## src/rtl/data_mem_controller.sv

```systemverilog
`default_nettype none
// data_mem_controller: round-robin arbitration of LSU request lanes onto a few
// memory channels, each channel running a claim/wait/relay FSM.
module data_mem_controller #(
   parameter int NUM_CONSUMERS = 5,
   parameter int NUM_CHANNELS  = 2,
   parameter int ADDR_BITS     = 8,
   parameter int DATA_BITS     = 16
) (
   input  logic                               clk,
   input  logic                               reset,
   input  logic [NUM_CONSUMERS-1:0]           consumer_valid,
   input  logic [NUM_CONSUMERS*ADDR_BITS-1:0] consumer_addr,
   input  logic [NUM_CONSUMERS*DATA_BITS-1:0] consumer_data,
   input  logic [NUM_CONSUMERS-1:0]           consumer_we,
   output logic [NUM_CONSUMERS-1:0]           consumer_resp_ready,
   output logic [NUM_CONSUMERS*DATA_BITS-1:0] consumer_resp_data,
   output logic [NUM_CHANNELS-1:0]            mem_read_valid,
   output logic [NUM_CHANNELS*ADDR_BITS-1:0]  mem_read_addr,
   input  logic [NUM_CHANNELS-1:0]            mem_read_ready,
   input  logic [NUM_CHANNELS*DATA_BITS-1:0]  mem_read_data,
   output logic [NUM_CHANNELS-1:0]            mem_write_valid,
   output logic [NUM_CHANNELS*ADDR_BITS-1:0]  mem_write_addr,
   output logic [NUM_CHANNELS*DATA_BITS-1:0]  mem_write_data,
   input  logic [NUM_CHANNELS-1:0]            mem_write_ready
);

   localparam int LANE_W = (NUM_CONSUMERS > 1) ? $clog2(NUM_CONSUMERS) : 1;

   localparam logic [1:0] S_IDLE       = 2'd0;
   localparam logic [1:0] S_READ_WAIT  = 2'd1;
   localparam logic [1:0] S_WRITE_WAIT = 2'd2;
   localparam logic [1:0] S_RELAY      = 2'd3;

   logic [1:0]               state  [NUM_CHANNELS];
   logic [LANE_W-1:0]        lane   [NUM_CHANNELS];
   logic [ADDR_BITS-1:0]     addr_q [NUM_CHANNELS];
   logic [DATA_BITS-1:0]     data_q [NUM_CHANNELS];
   logic [NUM_CONSUMERS-1:0] served;
   logic [LANE_W-1:0]        rr;

   logic [NUM_CHANNELS-1:0]  claim_en;
   logic [LANE_W-1:0]        claim_lane [NUM_CHANNELS];
   logic [NUM_CONSUMERS-1:0] claimed;
   logic [NUM_CONSUMERS-1:0] released;
   logic [LANE_W-1:0]        rr_next;
   logic [LANE_W:0]          scan;

   // Channels claim in index order; a lane taken by a lower channel this cycle is skipped.
   always_comb begin
      claim_en = '0;
      claimed  = '0;
      released = '0;
      rr_next  = rr;
      scan     = '0;
      for (int c = 0; c < NUM_CHANNELS; c++) begin
         claim_lane[c] = '0;
         if (state[c] == S_IDLE) begin
            for (int k = 0; k < NUM_CONSUMERS; k++) begin
               scan = {1'b0, rr} + (LANE_W+1)'(k);
               if (scan >= (LANE_W+1)'(NUM_CONSUMERS))
                  scan = scan - (LANE_W+1)'(NUM_CONSUMERS);
               if (!claim_en[c] && consumer_valid[scan[LANE_W-1:0]] &&
                   !served[scan[LANE_W-1:0]] && !claimed[scan[LANE_W-1:0]]) begin
                  claim_en[c]                 = 1'b1;
                  claim_lane[c]               = scan[LANE_W-1:0];
                  claimed[scan[LANE_W-1:0]]   = 1'b1;
                  rr_next = (scan[LANE_W-1:0] == LANE_W'(NUM_CONSUMERS-1)) ?
                            '0 : scan[LANE_W-1:0] + LANE_W'(1);
               end
            end
         end else if (state[c] == S_RELAY && !consumer_valid[lane[c]]) begin
            released[lane[c]] = 1'b1;
         end
      end
   end

   always_comb begin
      mem_read_valid  = '0;
      mem_write_valid = '0;
      mem_read_addr   = '0;
      mem_write_addr  = '0;
      mem_write_data  = '0;
      for (int c = 0; c < NUM_CHANNELS; c++) begin
         if (state[c] == S_READ_WAIT) begin
            mem_read_valid[c]                      = 1'b1;
            mem_read_addr[c*ADDR_BITS +: ADDR_BITS] = addr_q[c];
         end
         if (state[c] == S_WRITE_WAIT) begin
            mem_write_valid[c]                      = 1'b1;
            mem_write_addr[c*ADDR_BITS +: ADDR_BITS] = addr_q[c];
            mem_write_data[c*DATA_BITS +: DATA_BITS] = data_q[c];
         end
      end
   end

   always_ff @(posedge clk or negedge reset) begin
      if (!reset) begin
         consumer_resp_ready <= '0;
         consumer_resp_data  <= '0;
         served              <= '0;
         rr                  <= '0;
         for (int c = 0; c < NUM_CHANNELS; c++) begin
            state[c]  <= S_IDLE;
            lane[c]   <= '0;
            addr_q[c] <= '0;
            data_q[c] <= '0;
         end
      end else begin
         consumer_resp_ready <= '0;
         served              <= (served | claimed) & ~released;
         rr                  <= rr_next;
         for (int c = 0; c < NUM_CHANNELS; c++) begin
            case (state[c])
               S_IDLE: begin
                  if (claim_en[c]) begin
                     lane[c]   <= claim_lane[c];
                     addr_q[c] <= consumer_addr[claim_lane[c]*ADDR_BITS +: ADDR_BITS];
                     data_q[c] <= consumer_data[claim_lane[c]*DATA_BITS +: DATA_BITS];
                     state[c]  <= consumer_we[claim_lane[c]] ? S_WRITE_WAIT : S_READ_WAIT;
                  end
               end
               S_READ_WAIT: begin
                  if (mem_read_ready[c]) begin
                     consumer_resp_ready[lane[c]] <= 1'b1;
                     consumer_resp_data[lane[c]*DATA_BITS +: DATA_BITS] <=
                        mem_read_data[c*DATA_BITS +: DATA_BITS];
                     state[c] <= S_RELAY;
                  end
               end
               S_WRITE_WAIT: begin
                  if (mem_write_ready[c]) begin
                     consumer_resp_ready[lane[c]] <= 1'b1;
                     state[c] <= S_RELAY;
                  end
               end
               default: begin
                  // A held valid keeps the lane parked here so it is not serviced twice.
                  if (!consumer_valid[lane[c]])
                     state[c] <= S_IDLE;
               end
            endcase
         end
      end
   end

endmodule
`default_nettype wire

```

## config.mk

```make
export PLATFORM = sky130hd
export DESIGN_NAME = data_mem_controller
export DESIGN_NICKNAME = d
export VERILOG_FILES = /design/src/rtl/data_mem_controller.sv
export SDC_FILE = /design/constraint.sdc
export NUM_CORES = 1
export LEC_CHECK = 0
export BUFFER_PORTS_ARGS = -buffer_cell sky130_fd_sc_hd__buf_2
export CORE_AREA = 8 8 187 189
export CTS_CLUSTER_SIZE = 40
export DETAILED_ROUTE_END_ITERATION = 10
export DIE_AREA = 0 0 195 197
export PLACE_DENSITY = 0.65
export SLEW_MARGIN = 15
export SYNTH_ARGS = -nofsm -noshare
export SYNTH_HDL_FRONTEND = slang
export SYNTH_SLANG_ARGS = --single-unit
export TNS_END_PERCENT = 20
```

## constraint.sdc

```tcl
create_clock -name clk -period 6.13 [get_ports clk]
set_input_delay 1.226 -clock clk [delete_from_list [all_inputs] [get_ports clk]]
set_output_delay 1.226 -clock clk [all_outputs]
set_load 0.03 [all_outputs]
```

# Word-level counts from Yosys, hierarchy flattened
# Memories as Yosys holds them, arrays and structs flattened.
# Cells that the tools add are included.
op_classes:
  add_sub_neg: 21
  order_cmp: 31
  eq_ne: 24
  n_shift: 8
  muxes: 218
  bitwise: 14
  reduce_logical: 78
op_table:
  columns: ["operator", "count"]
  rows:
  - ["80-bit 2-to-1 mux", 4]
  - ["80-bit bitwise mux", 2]
  - ["16-bit by 34-bit variable shift with 80-bit output, first input constant", 2]
  - ["16-bit by 34-bit indexed part select with 80-bit output", 2]
  - ["80-bit by 8-bit indexed part select with 16-bit output", 2]
  - ["3-bit 2-to-1 mux", 49]
  - ["5-bit 2-to-1 mux", 28]
  - ["1-bit binary-select mux with 3-bit select", 33]
  - ["40-bit by 7-bit indexed part select with 8-bit output", 2]
  - ["1-bit 2-to-1 mux", 70]
  - ["7-bit negation with 34-bit output", 2]
  - ["5-bit bitwise OR", 12]
  - ["3-bit by 4-bit < comparator with 1-bit output, second input constant", 14]
  - ["1-bit logical AND", 42]
  - ["1-bit demux with 3-bit select", 12]
  - ["3-bit by 1-bit >= comparator with 1-bit output, second input constant", 12]
  - ["16-bit 2-to-1 mux", 2]
  - ["8-bit 2-to-1 mux", 4]
  - ["3-bit by 1-bit adder with 3-bit output, second input constant", 10]
  - ["3-bit equality test, second input constant", 10]
  - ["1-bit logical NOT", 30]
  - ["2-bit 2-to-1 mux", 10]
  - ["5-bit one-hot mux with 2 select lines", 2]
  - ["4-bit by 3-bit >= comparator with 1-bit output, second input constant", 4]
  - ["15 further kinds", 34]
word_totals:
  register_bits: 151
  mem_bits_ro: 8
  out_inout_bits: 153
  elab_cells: 407
  memories: 1
memory_table:
  columns: ["memory", "words", "width", "read_ports", "rd_clocked_by_memory_dff", "wr", "line_no", "rtl"]
  rows:
  - ["(no name shown)", 8, 1, 1, 0, 0, "64", "!served[scan[LANE_W-1:0]] && !claimed[scan[LANE_W-1:0]]) begin"]

# Depth between registers and ports, before layout
# Gate-level depths: netlist of run 1.
depth:
  ltp_word: 69
  depth_mapped: 26
  mapped_depth_nobuf: 21

# Worst setup path after synthesis of run 1
# No wires, ideal clock.
synth_timing:
  path_kind: "register to register"
  start: "register rr[1]"
  end: "register data_q[10] (netlist name)"
  setup_ps: 80
  arrival_ps: 5562
  required_time_ps: 6050
  slack_ps: 488
  stages_incl_launch_ff: 25
  synth_period_minus_slack_ps: 5642
  cell_sequence: "dfrtp_1 -> buf_2 -> inv_1 -> ha_1 -> ha_1 -> o21ba_1 -> or2_1 -> clkbuf_1 -> mux2_2 -> a221oi_2 -> buf_2 -> a21oi_1 -> a22o_1 -> a22o_1 -> or2_4 -> a31o_1 -> o31ai_4 -> nand3_1 -> a2111oi_4 -> o21ai_4 -> buf_6 -> buf_6 -> mux2i_1 -> mux2_4 -> o211ai_2"
synth_between:
  elab_chain_len: 65
  word_cells_on_any_way: 242
synth_lines:
  columns: ["element", "line_no", "rtl"]
  rows:
  - ["start: declaration", "40", "logic [LANE_W-1:0] rr;"]
  - ["start signal: assignment", "112", "rr <= rr_next;"]
  - ["branches (longest 65 deep; another with 3-bit by 4-bit < comparator with 1-bit output)", null, null]
  - ["end signal: indexed assignment", "119", "data_q[c] <= consumer_data[claim_lane[c]*DATA_BITS +: DATA_BITS];"]
  - ["end: declaration", "38", "logic [DATA_BITS-1:0] data_q [NUM_CHANNELS];"]
# Several ways; the timed one is not identified. The select of a mux whose other input is x is not followed.
# A chain may end at the register's enable or synchronous reset.

# Final worst setup path of run 1
layout_timing:
  start: "register rr[0]"
  end: "register addr_q[7] (netlist name)"
layout_between:
  elab_chain_len: 65
  word_cells_on_any_way: 242
layout_lines:
  columns: ["element", "line_no", "rtl"]
  rows:
  - ["branches (longest 65 deep; another with 3-bit by 4-bit < comparator with 1-bit output)", null, null]
  - ["end signal: indexed assignment", "118", "addr_q[c] <= consumer_addr[claim_lane[c]*ADDR_BITS +: ADDR_BITS];"]
  - ["end: declaration", "37", "logic [ADDR_BITS-1:0] addr_q [NUM_CHANNELS];"]
# Several ways; the timed one is not identified. The select of a mux whose other input is x is not followed.

==> metrics, run 1 <==
Post-Place Cells=2193; initial core utilization=39.2%; final-stage net count=2006; Final Wtd Congestion=1.01; post-synthesis cell area=0.0126 mm^2; Clk pin slew, worst setup/hold paths=80 ps; cell depth of the worst setup path=19; FF+latch count, synth=151; status=finished clean; Synth top area share=30.1%; Top FF cell, synth=dfrtp_1; commonest non-fill, non-tap cell in the layout=buf_2; # IOs=321; share of layout cells above drive strength 1=28.9%; met1 WL=21.2 mm; sequential fraction of the synthesis area=30.1%; 1st-pass router iterations=7; worst min path class=reg -> reg; register-to-register setup slack=290 ps; Iter 0 DRT Violations=1043; Routed WL per cell=23.7 um; H-tree levels=4; asr flop ratio synth=100%; pin slew with the least headroom to its limit=1060 ps; die area=0.0384 mm^2; initial antenna violation count=3; fmax=171 MHz; synth top area cells=dfrtp_1 (30%), mux2i_1 (9.4%), nand2_1 (5.0%); Final Non-Filler Cells=2225; Max-Cap Viols=0; CTS Root Cell=clkbuf_16; grt ovf=0; die height=197 um; Total Wirelength=52.8 mm; critical path's top delay family=compound AO/OA/AOI/OAI gates; reg2reg end=addr_q[7]; Die W=195 um; DRC viols=0; n_diodes=0; Worst Setup EP=addr_q[7]; first-pass GRT wire length=80.7 mm; R2R cell count=19; critical path arrival=6180 ps; Max FO, Critical Path=49; worst path cell trace=buf_12 -> ha_1 -> buf_4 -> nand3b_1 -> nand3_1 -> a41oi_1 -> or4_1 -> a221o_1 -> a221o_2 -> or2_4 -> a31o_1 -> o31ai_4 -> nand3_1 -> a2111oi_4 -> o21ai_4 -> buf_12 -> mux2i_1 -> mux2_2 -> o211ai_1; vias in the first global route=13800; fin crit share=95.3%; crit path time final=5840 ps; core area=0.0320 mm^2; TritonCTS clock tree=yes; input/output buffers=320; most frequent cells in the layout=buf_2 (319), nand2_1 (169), dfrtp_1 (151), mux2i_1 (118), a21oi_1 (107); max-slew violations=0; worst stage delay on the critical path=600 ps; Crit. End Element=register; CTS Buffer Depth=2; Post-Place Worst Slack=40.1 ps; Clock Sinks=151; Area Overhead vs Synth=23.2%; final core occ=48.3%; synthesized area per cell=8.34 um^2; final antenna-violating net count=0; clock latency on the worst-skew pair=420 ps; number of cells produced by synthesis=1508; worst r2r src=rr[0]; crit path launch type=register; Buf+Inv Stages, Crit Path=3; EDFF count, synth=0; Setup WS post-layout=288 ps; Hold Slack=487 ps; Final HPWL DP=40.2 mm; final-report hold violation count=0; DR vias=13500; Num CTS Buffers=17; RSZ-0062 raised after global routing=false; Via density=6.06; met3 wire length=4.67 mm; Slew HR=29.2%; WS Path Type=reg -> reg; Setup crit start=rr[0]; Synth area leader=dfrtp_1; Required @ worst endpoint=6470 ps; top sig layer=met5; Setup violations, final=0; post-CTS setup repair buffer count=0; row count=66; Slowest-stage cell, CP=or4_1; Synth cell types=106; pin count of the biggest net entering global routing=99; yosys warns=0; gr usage total=26.3%; Post-Syn Nets=1710; met2 wire len=24.7 mm; Clock Skew=16.8 ps
[kinds of logic (layout without fill, tap and decap cells)]
| logic type | after synthesis | count (layout) | synth area share (%) |
|---|---|---|---|
| fa+ha+maj | 34 | 34 | 3.44 |
| simple gates | 522 | 522 | 20.8 |
| compound gates | 467 | 467 | 26.1 |
| mux | 152 | 152 | 13.1 |
| xor+xnor | 7 | 7 | 0.607 |
| flops | 151 | 151 | 30.1 |
| buf+inv | 175 | 484 | 5.95 |
[how the worst min path moves through the flow]
stage / end / slack, ps / startpoint / depth (start not counted)
3_5_place_dp: data_q[6] / 470 / data_q[6] / 2
6_report: data_q[6] / 490 / data_q[6] / 2
5_1_grt: data_q[15] / 520 / data_q[15] / 2
2_1_floorplan: data_q[0] / 450 / data_q[0] / 2
4_1_cts: data_q[6] / 490 / data_q[6] / 2
3_3_place_gp: data_q[6] / 460 / data_q[6] / 2
[sequential cells by signal (all words and copies together) (netlist names)]
register	cells
served	5
consumer_resp_ready	5
rr	3
addr_q	16
lane	6
consumer_resp_data	80
state	4
data_q	32
[what timing repair did]
action                                  CTS  global route
hold buffers                              0             0
gates resized for setup                   0            12
endpoints found under the setup margin    0            31
[per-layer routing]
metal,up-vias,global-route usage [%]
li1,6126,-
met1,6489,32.6
met2,732,43.7
met3,132,6.26
met4,4,10.7
met5,-,0
[synthesized netlist by cell type, types with 11 or more instances]
cell type and count:
a211oi_1 79, a21o_1 13, a21oi_1 109, and2_1 38, and3_1 54, buf_2 22, clkbuf_1 74, dfrtp_1 151
ha_1 33, inv_1 58, mux2_2 11, mux2_4 19, mux2i_1 118, nand2_1 169, nand2b_1 16, nand3_1 36
nor2_1 91, nor2b_1 33, nor3_1 26, o211ai_1 17, o211ai_2 19, o21ai_0 106
[metrics by stage]
step | instance area (um^2) | setup TNS (ps)
after floorplan | 12600 | 0
after global placement | 14800 | -686
after detailed placement | 14800 | 0
after CTS | 15400 | 0
after global routing | 15500 | 0
final | 15500 | 0
[area by class of cell]
| cell class | count | area [um^2] |
|---|---|---|
| clock buffers | 17 | 425 |
| clock inverters | 15 | 179 |
| fillers | 3157 | 16600 |
| inverters | 62 | 233 |
| multi-input cells | 1182 | 8160 |
| flip-flops and latches | 151 | 3780 |
| well taps | 408 | 510 |
| repair buffers | 390 | 2200 |
[worst reg2reg max path, stage by stage, from the launching register on]
cell and delay, ps:
dfrtp_1 390, buf_12 250, ha_1 440, buf_4 200, nand3b_1 140, nand3_1 180, a41oi_1 250, or4_1 610
a221o_1 410, a221o_2 420, or2_4 340, a31o_1 270, o31ai_4 290, nand3_1 160, a2111oi_4 440, o21ai_4 100
buf_12 260, mux2i_1 190, mux2_2 270, o211ai_1 170
Power of run 1 is not shown: default switching activity piles up to over one toggle a cycle in this logic, so the estimate is an artifact.
==> run 2, diff against run 1 <==
--- a/config.mk
+++ b/config.mk
@@ -5,12 +5,13 @@
 export SDC_FILE = /design/constraint.sdc
 export NUM_CORES = 1
 export LEC_CHECK = 0
-export BUFFER_PORTS_ARGS = -buffer_cell sky130_fd_sc_hd__buf_2
 export CORE_AREA = 8 8 187 189
 export CTS_CLUSTER_SIZE = 40
 export DETAILED_ROUTE_END_ITERATION = 10
 export DIE_AREA = 0 0 195 197
-export PLACE_DENSITY = 0.65
+export DONT_BUFFER_PORTS = 1
+export PLACE_DENSITY = 0.57
+export SKIP_LAST_GASP = 1
 export SLEW_MARGIN = 15
 export SYNTH_ARGS = -nofsm -noshare
 export SYNTH_HDL_FRONTEND = slang
==> run 2 against run 1 <==
  * Fmax decreased by 1.5%
  * Via count shrank 9.4%
  * Global-route usage down 0.38 points
  * First-iteration DRC count rose by 15%
  * Clock skew up 10 ps
  * Die area is the same
==> metrics, run 2 (synthesis results as in run 1) <==
Setup violations, final=0; max-slew violations=0; gr usage total=25.9%; worst r2r src=rr[1]; Required @ worst endpoint=6460 ps; most frequent cells in the layout=nand2_1 (169), dfrtp_1 (151), mux2i_1 (118), a21oi_1 (109), o21ai_0 (106); initial core utilization=39.2%; final core occ=43.4%; row count=66; RSZ-0062 raised after global routing=true; Die W=195 um; Layout fillers=3214; clock latency on the worst-skew pair=460 ps; crit path launch type=register; final-stage net count=1694; fin crit share=96.7%; first-pass GRT wire length=78.0 mm; Area Overhead vs Synth=10.8%; die height=197 um; Max-Cap Viols=0; Clock Sinks=151; Iter 0 DRT Violations=1203; initial antenna violation count=0; 1st-pass router iterations=5; pin count of the biggest net entering global routing=152; critical path arrival=6260 ps; pin slew with the least headroom to its limit=931 ps; Routed WL per cell=26.8 um; core area=0.0320 mm^2; Crit. End Element=register; Clk pin slew, worst setup/hold paths=90 ps; Final Wtd Congestion=0.997; Hold Slack=468 ps; fmax=169 MHz; crit path time final=5930 ps; grt ovf=0; Slowest-stage cell, CP=a221o_2; Reg area=0.00378 mm^2; top flop regs=consumer_resp_data (80), data_q (32), addr_q (16); # IOs=321; input/output buffers=0; Slew HR=37.5%; n_diodes=0; status=finished clean; commonest non-fill, non-tap cell in the layout=nand2_1; worst stage delay on the critical path=420 ps; CTS Root Cell=clkbuf_16; WS Path Type=reg -> reg; share of layout cells above drive strength 1=13.8%; TritonCTS clock tree=yes; final antenna-violating net count=0; vias in the first global route=12200; Num CTS Buffers=17; largest register by flop count=consumer_resp_data; Post-Place Cells=1881; Clock Skew=26.9 ps; H-tree levels=4; DR vias=12200; worst min path class=in -> async; multi-input logic area=0.00813 mm^2; final-report hold violation count=0; DRC viols=0; Max FO, Critical Path=15; max reg flops=80; Setup crit start=rr[1]; worst path cell trace=inv_1 -> ha_1 -> ha_1 -> o21ba_1 -> or2_1 -> mux2_2 -> a221oi_2 -> buf_4 -> o31a_1 -> a31oi_4 -> a221o_2 -> or2_4 -> a31o_1 -> o31ai_4 -> o2111ai_2 -> a211oi_4 -> a311oi_1 -> nand2b_1 -> buf_4 -> o221a_1 -> a21o_1; CTS Buffer Depth=2; Via density=6.39; Total Wirelength=51.3 mm; Final Non-Filler Cells=1913; Final HPWL DP=37.8 mm; die area=0.0384 mm^2; register-to-register setup slack=200 ps
==> run 2: cell types whose count changed in the layout (fill, tap and decap cells not counted), moves of 4 or more <==
cell	previous run	this run
buf_2	319	0
buf_4	64	71
clkinv_8	4	0
inv_6	1	5
inv_8	5	1
==> run 2: per-stage QoR <==
step / setup WS, ps / area, um^2 / setup TNS (ps)
floorplan: 488 / 12600 / 0
global placement: 108 / 13300 / 0
detailed placement: 161 / 13300 / 0
CTS: 230 / 13900 / 0
global route: -11.5 / 13900 / -11.5
finish: 201 / 13900 / 0
==> run 2: final cells by class <==
type,instances,area share (%)
multi-input combinational,1182,58.4
timing repair buffer,78,4.84
clock buffer,18,3.15
clock inverter,14,1.15
inverter,62,1.67
sequential,151,27.1
tap,408,3.67
==> run 2: metal layers <==
layer | routed length (um) | part of all wire (%) | up-vias | GRT usage, %
li1 | - | - | 5499 | -
met1 | 20800 | 41 | 5986 | 32.8
met2 | 23700 | 46 | 641 | 41.2
met3 | 5120 | 10 | 94 | 7.76
met4 | 1650 | 3.2 | 0 | 10.0
met5 | 0 | 0 | - | 0
==> run 2: worst max-delay path: cells and delay by family (launching register included) <==
kind                     cells  cell delay, ps
buffers and inverters        3             520
AO/OA/AOI/OAI               12            3120
multiplexers                 1             390
flip-flops                   1             380
AND/OR/NAND/NOR              3             820
adder cells (fa/ha/maj)      2             550
==> run 2: worst paths after layout <==
check	end	depth (start not counted)
worst max register to register	state[1]	21
min in group clk	data_q[15]	2
max in group asynchronous	addr_q[3]	0
worst max-delay path	state[1]	21
worst min register to register	data_q[15]	2
worst min-delay path	consumer_resp_data[79]	0
==> run 2: timing repair <==
action,in CTS,in global routing
endpoints found under the setup margin,0,27
hold buffers,0,0
buffers inserted,0,0
gates resized for setup,0,2
Power of run 2 is left out for the same reason.
